### config.mk
export PLATFORM = sky130hd
export DESIGN_NAME = wb_port_arbiter
export DESIGN_NICKNAME = d
export VERILOG_FILES = /design/src/rtl/wb_port_arbiter.sv
export SDC_FILE = /design/constraint.sdc
export NUM_CORES = 1
export LEC_CHECK = 0
export ABC_AREA = 0
export CELL_PAD_IN_SITES_DETAIL_PLACEMENT = 0
export CELL_PAD_IN_SITES_GLOBAL_PLACEMENT = 1
export CORE_UTILIZATION = 36
export CTS_CLUSTER_DIAMETER = 100
export DETAILED_ROUTE_END_ITERATION = 10
export PLACE_DENSITY = 0.8
export REMOVE_ABC_BUFFERS = 1
export SETUP_SLACK_MARGIN = 0.1
export SYNTH_ARGS = -nofsm -noshare
export SYNTH_HDL_FRONTEND = slang
export SYNTH_SLANG_ARGS = --single-unit
### constraint.sdc
create_clock -name clk -period 1.9 [get_ports clk]
set_input_delay 0.285 -clock clk [delete_from_list [all_inputs] [get_ports clk]]
set_output_delay 0.285 -clock clk [all_outputs]
set_load 0.1 [all_outputs]
### src/rtl/wb_port_arbiter.sv
// Write-back port arbiter: round-robin grant of three result sources
// (ALU, load data, link PC) onto a shared register-file write port, with
// an owner lock bounded by MAX_HOLD whenever another source is waiting.
module wb_port_arbiter #(
  parameter int unsigned MAX_HOLD = 4
) (
  input  logic       clk,
  input  logic       rst_n,
  input  logic [2:0] req,
  input  logic [2:0] lock,
  output logic [2:0] grant,
  output logic [1:0] sel,
  output logic       busy,
  output logic [3:0] hold_cnt
);

  localparam logic [3:0] MAXH = 4'(MAX_HOLD);

  typedef enum logic {IDLE, OWN} state_t;

  state_t     state, state_nxt;
  logic [1:0] ptr, ptr_nxt;
  logic [2:0] grant_nxt;
  logic [1:0] sel_nxt;
  logic       busy_nxt;
  logic [3:0] hold_nxt;

  logic       keep;
  logic [2:0] others;
  logic [1:0] scan_ptr;
  logic [1:0] cand;
  logic [3:0] req_ext;
  logic       win_any;
  logic [1:0] win_idx;
  logic [2:0] win_oh;

  function automatic logic [1:0] inc3(input logic [1:0] x);
    return (x == 2'd2) ? 2'd0 : x + 2'd1;
  endfunction

  // Keep decision for the current owner; on release the scan starts just past the owner.
  always_comb begin
    others   = req & ~grant;
    keep     = (state == OWN) && ((grant & req & lock) != 3'b000) &&
               ((hold_cnt < MAXH) || (others == 3'b000));
    scan_ptr = ((state == OWN) && !keep) ? inc3(sel) : ptr;
  end

  // Round-robin scan: first requester at scan_ptr, scan_ptr+1, scan_ptr+2 (mod 3).
  always_comb begin
    req_ext = {1'b0, req};
    win_any = 1'b0;
    win_idx = 2'd3;
    cand    = scan_ptr;
    for (int unsigned k = 0; k < 3; k++) begin
      if (!win_any && req_ext[cand]) begin
        win_any = 1'b1;
        win_idx = cand;
      end
      cand = inc3(cand);
    end
    win_oh = win_any ? (3'b001 << win_idx) : 3'b000;
  end

  // Next-state and registered-output values.
  always_comb begin
    state_nxt = state;
    ptr_nxt   = ptr;
    grant_nxt = grant;
    sel_nxt   = sel;
    busy_nxt  = busy;
    hold_nxt  = hold_cnt;
    unique case (state)
      IDLE: begin
        if (win_any) begin
          state_nxt = OWN;
          grant_nxt = win_oh;
          sel_nxt   = win_idx;
          busy_nxt  = 1'b1;
          hold_nxt  = 4'd1;
        end else begin
          grant_nxt = '0;
          sel_nxt   = '1;
          busy_nxt  = 1'b0;
          hold_nxt  = '0;
        end
      end
      OWN: begin
        if (keep) begin
          if (hold_cnt < MAXH) hold_nxt = hold_cnt + 4'd1;
        end else begin
          ptr_nxt = scan_ptr;
          if (win_any) begin
            grant_nxt = win_oh;
            sel_nxt   = win_idx;
            busy_nxt  = 1'b1;
            hold_nxt  = 4'd1;
          end else begin
            state_nxt = IDLE;
            grant_nxt = '0;
            sel_nxt   = '1;
            busy_nxt  = 1'b0;
            hold_nxt  = '0;
          end
        end
      end
      default: state_nxt = IDLE;
    endcase
  end

  // State and output registers, cleared asynchronously.
  always_ff @(posedge clk or negedge rst_n) begin
    if (!rst_n) begin
      state    <= IDLE;
      ptr      <= '0;
      grant    <= '0;
      sel      <= '1;
      busy     <= 1'b0;
      hold_cnt <= '0;
    end else begin
      state    <= state_nxt;
      ptr      <= ptr_nxt;
      grant    <= grant_nxt;
      sel      <= sel_nxt;
      busy     <= busy_nxt;
      hold_cnt <= hold_nxt;
    end
  end

endmodule

Yosys cells after proc, flatten, opt, wreduce, memory -nomap -nowiden

Index checks and enable logic that the tools add are counted.

ROM bits: 0
Flip-flop bits (word level): 13
RAM bits: 0
Bits in latches: 0
Logic and storage cells: 69
Memories kept: 0

Magnitude comparators: 4
Muxes and demuxes: 31
Divide/modulo/power cells: 0
Reduce and logical (&&, ||, !) cells: 12
Shift-type cells: 1
$add $sub $neg: 4
Bitwise logic cells: 6
Eq/ne operators: 5
$mul: 0

Operators by type and width:

| operator              | count |
|---|---|
| $mux W2               | 9 |
| $mux W1               | 10 |
| $and A3 B3 Y3         | 3 |
| $lt A2 B3 Y1 const B  | 3 |
| $mux W4               | 2 |
| $pmux W4 S2           | 1 |
| $add A2 B1 Y2 const B | 3 |
| $bmux W1 S2           | 3 |
| $eq A2 B2 Y1 const B  | 3 |
| $mux W3               | 2 |
| $pmux W3 S2           | 1 |
| $logic_and A1 B1 Y1   | 5 |
| $add A4 B1 Y4 const B | 1 |
| $lt A4 B3 Y1 const B  | 1 |
| $pmux W1 S2           | 2 |
| $pmux W2 S2           | 1 |
| $logic_not A1 Y1      | 3 |
| $logic_not A3 Y1      | 1 |
| $ne A3 B2 Y1 const B  | 1 |
| $not A3 Y3            | 1 |
| $reduce_bool A3 Y1    | 1 |
| $shl A1 B2 Y3 const A | 1 |
| $ne A2 B2 Y1 const B  | 1 |
| $not A1 Y1            | 2 |
| other kinds (2)       | 2 |

Depth between registers and ports, before layout

Depth in word-level cells: 21
Mapped depth: 7

Least setup slack after synthesis

Ideal clock, no wire load.

Kind: register -> register
Start point: register grant[2]
End point: register grant[2]
Arrival: 2.104 ns
Required time: 1.767 ns
Clock period less this slack: 2.237 ns
Stages on the path, launching flop included: 7
Library setup time: 0.133 ns
Setup slack: -0.337 ns
Path through: dfrtp_1 nor2b_4 o311ai_4 a21oi_1 a32oi_2 o221a_4 o22ai_2

Cells in the longest elaborated chain, start to end: 21
Elaborated cells on any way between the ends: 39
Those cells by class: add/sub: 2; eq/ne: 3; shift: 1; mux: 18; bitwise: 4; reduce/logical: 11

Ends and longest elaborated chain:

| what                                                             | line   | RTL |
|---|---|---|
| from (decl)                                                      | 11     | `output logic [2:0] grant,` |
| from (signal assigned)                                           | 123    | `grant <= grant_nxt;` |
| $and A3 B3 Y3 / $not A3 Y3 (equally long branches)               | 44, 43 |  |
| $and A3 B3 Y3, on equally long branches                          | 44, 43 |  |
| $reduce_bool A3 Y1 / $logic_not A3 Y1 (equally long branches)    | 44, 45 |  |
| $logic_and A1 B1 Y1 / $logic_or A1 B1 Y1 (equally long branches) | 44, 45 |  |
| $logic_and A1 B1 Y1 *                                            | 44     | `keep = (state == OWN) && ((grant & req & lock) != 3'b000) &&` |
| branches (longest 16 deep; another with $add A2 B1 Y2)           | -      |  |

Mark *: on every way between the ends. The select of a mux whose other input is x is not followed.
A chain may end at the register's enable or synchronous reset.

Worst setup path in the final report

Start point: register grant[1]
End point: register grant[0]

The elaborated chain is that of the path after synthesis.

==> results.md <==
* Total Wirelength at 1.673 mm
* Global-route wire length before repair at between 2 and 3 mm
* Hold Vio Cnt, Final at 0
* EDFF count, synth at 0
* Clock Latency Late Sink at 0.28 ns
* Vias at 648
* RR Endpoint: grant[0]
* #FFs+latches synth at 13
* Clock share of power at 9.4%
* Initial antenna violation count at 0
* Power per Cell Area at ~1700 nW/µm²
* NumNets Final at 110
* Slew Limit Fails at 0
* CP Data Required Time at 2.10 ns
* I/O pin cnt at 18
* Yosys cell types at 31
* Hold Path Class: input pin to async pin
* Crit path launch: grant[1]
* Die Ht at 47.59 µm
* Mean Syn Cell Area at 10.54 µm²
* WP depth at 6
* FMAX at 589.0 MHz
* Final Skew at between 0.004 and 0.005 ns
* Area grow syn2layout at 44.48%
* Antenna Cells at 0
* Post-route minimum period at 1.698 ns
* Switching Share at 53.63%
* Die Width at 47.59 µm
* RSZ-0062 raised after global routing: true
* Total power at around 1.9 mW
* Starting DRC count in detailed routing at 25
* Slew margin rel. at 61.05%
* Reg2reg path depth at 6
* Clk sinks at 13
* Hold_buf cts at 0
* Vias in the first global route at 608
* Cells along the critical path: nand3_1, nand4_1, a21oi_1, a21oi_1, a31o_2, o22ai_1
* Ranking of synthesized cells by area: dfrtp_1 (37%), dfstp_2 (7.0%), nor2b_4 (5.5%)
* Cell mode on critical path: a21oi_1
* CP endpoint kind: register
* Largest area contributor in the netlist: dfrtp_1
* GRT overflow at 0
* Share of flip-flops with an asynchronous set or reset at 100.0%
* Final setup vio count at 0
* CP max stage delay at 0.47 ns
* H-tree depth at 1
* Crit path kind: register to register
* GP Congestion at approximately 0.84
* Pin count of the biggest net entering global routing at 14
* Pre-antenna DRT Iters at 4
* Clock Pin Slew Worst Setup and Hold Paths at 0.09 ns
* DP HPWL at 1.250 mm
* Post-DRT Antenna Nets at 0
* PortBufs at 17
* Synth warn at 0
* CP max stage cell: dfrtp_2
* Clk Tree Root Cell: clkbuf_4
* CP Capture Point: grant[0]
* Comb power frac at 62.8%
* Fraction of layout instances using a drive strength above 1 at 44.00%
* Switch Pwr at 1.008 mW
* Status: finished clean
* LEAKAGE at 0.4869 nW
* Critical Path Fanout Max at 4
* Crit share post-route at around nine tenths
* Top post-synthesis cells by count: dfrtp_1 (11), nand3_1 (7), inv_1 (6), nor2_1 (5)
* CP bufs+invs at 0
* Syn Std Cell Area at 748.2 µm²
* Routed vias/inst at 5.102
* Maximum clock path buffer count at 2
* Arr. time, crit path at about 1.9 ns
* R2R setup slack at 0.20 ns
* Peak VDD IR at approximately 0.0008 V
* Rows at 16
* Total track usage at 16.89%
* Most common cell in the netlist: dfrtp_1
* Crit path max-delay family: compound AO/OA/AOI/OAI gates
* Drt wl/cell at approximately 13 µm
* MaxCap Viol Count at 0
* Worst reg2reg startpoint: grant[1]
* Seq/Total Area, Yosys at 43.81%
* Post-Layout Cell Count at between 100 and 150
* Worst Max-Slew Pin Slew at 0.5825 ns
* Placed cell count at between 100 and 150
* DIE AREA at 2265 µm²
* Residual DRC at 0
* TritonCTS clock tree: done
* CP Launch Type: register
* Register share of total power at 27.9%
* Core area at roughly 2000 µm²
* Mapped Cells at 71
* Initial core utilization at 38.14%
* Pint at ~0.87 mW
* CTS buffer count at 3
* Synth Flop Type: dfrtp_1
* Post-synth top area share at 36.79%
-- power groups by stage --
stage               combinational [mW]  sequential [mW]  clock (mW)
floorplan                        0.324            0.987           0
global placement                  1.16            0.518           0
detailed placement                1.16            0.521           0
global route                      1.24            0.539       0.200
finish                            1.18            0.524       0.176
CTS                               1.17            0.516       0.177
-- cell usage in the layout (no fill, tap or decap), drive strengths merged, types with 2 or more instances in the layout --
cell type	instances
buf	20
dfrtp	11
nand3	8
inv	6
nor2	5
a21oi	5
o21a	4
clkdlybuf4s50	4
nor2b	4
o21ai	3
clkbuf	3
dlymetal6s2s	3
o221ai	3
nand4	2
nand2	2
dfstp	2
o22ai	2
-- logic make-up after synthesis --
| kind of cell | share of synthesized area (%) |
|---|---|
| simple gates | 21.24 |
| compound gates | 27.59 |
| flops | 43.81 |
| buf+inv | 4.515 |
| xor+xnor | 1.171 |
| fa+ha+maj | 1.672 |
-- through the flow --
stage               utilization (%)  setup WS, ns  hold WS [ns]  setup TNS, ns  cell area (µm²)
finish                        55.10        0.2021        0.3665              0             1081
floorplan                         -       -0.3535      -0.01059         -1.976            737.0
global placement              52.04       -0.1418        0.4831        -0.6980             1021
CTS                           53.44        0.1356        0.3974              0             1049
global route                  55.10       0.09094        0.4135              0             1081
detailed placement            52.04       -0.1565        0.4902        -0.8052             1021
-- routing by layer --
| metal | track usage [%] | part of all wire, % | vias up |
|---|---|---|---|
| li1 | - | - | 318 |
| met1 | 23.54 | 48 | 298 |
| met2 | 26.58 | 46 | 28 |
| met3 | 3.396 | 4.7 | 4 |
| met4 | 5.000 | 1.7 | 0 |
| met5 | 0 | 0 | - |
-- flip-flops by register name (all words and copies together) (netlist names) --
register and flops:
busy 1, hold_cnt 4, ptr 2, state 1, grant 3, sel 2
-- how the worst min path moves through the flow --
| stage | end | slack, ns | cells after the start | start |
|---|---|---|---|---|
| floorplan | busy | -0.01 | 0 | rst_n |
| global placement | busy | 0.48 | 1 | busy |
| detailed placement | busy | 0.49 | 1 | busy |
| CTS | busy | 0.40 | 1 | rst_n |
| global route | hold_cnt[1] | 0.41 | 1 | rst_n |
| finish | hold_cnt[1] | 0.37 | 1 | rst_n |
-- cell type report --
| class | instances | area [µm²] |
|---|---|---|
| fillers | 186 | 880.8 |
| multi-input cells | 50 | 400.4 |
| flip-flops and latches | 13 | 331.6 |
| repair buffers | 27 | 265.3 |
| well taps | 27 | 33.78 |
| clock buffers | 3 | 22.52 |
| inverters | 6 | 22.52 |
| clock inverters | 1 | 5.005 |
-- worst register-to-register path: stages, from the launching register on --
cell and delay [ns]:
dfrtp_2 0.47, nand3_1 0.13, nand4_1 0.20, a21oi_1 0.26
a21oi_1 0.14, a31o_2 0.30, o22ai_1 0.12
-- what timing repair did --
item                       in CTS  in global routing
hold endpoints to repair        0                  0
gates resized for setup         0                  9
setup buffers                   0                  1
setup endpoints to repair       0                  7
(Power assumes the default switching activity.)
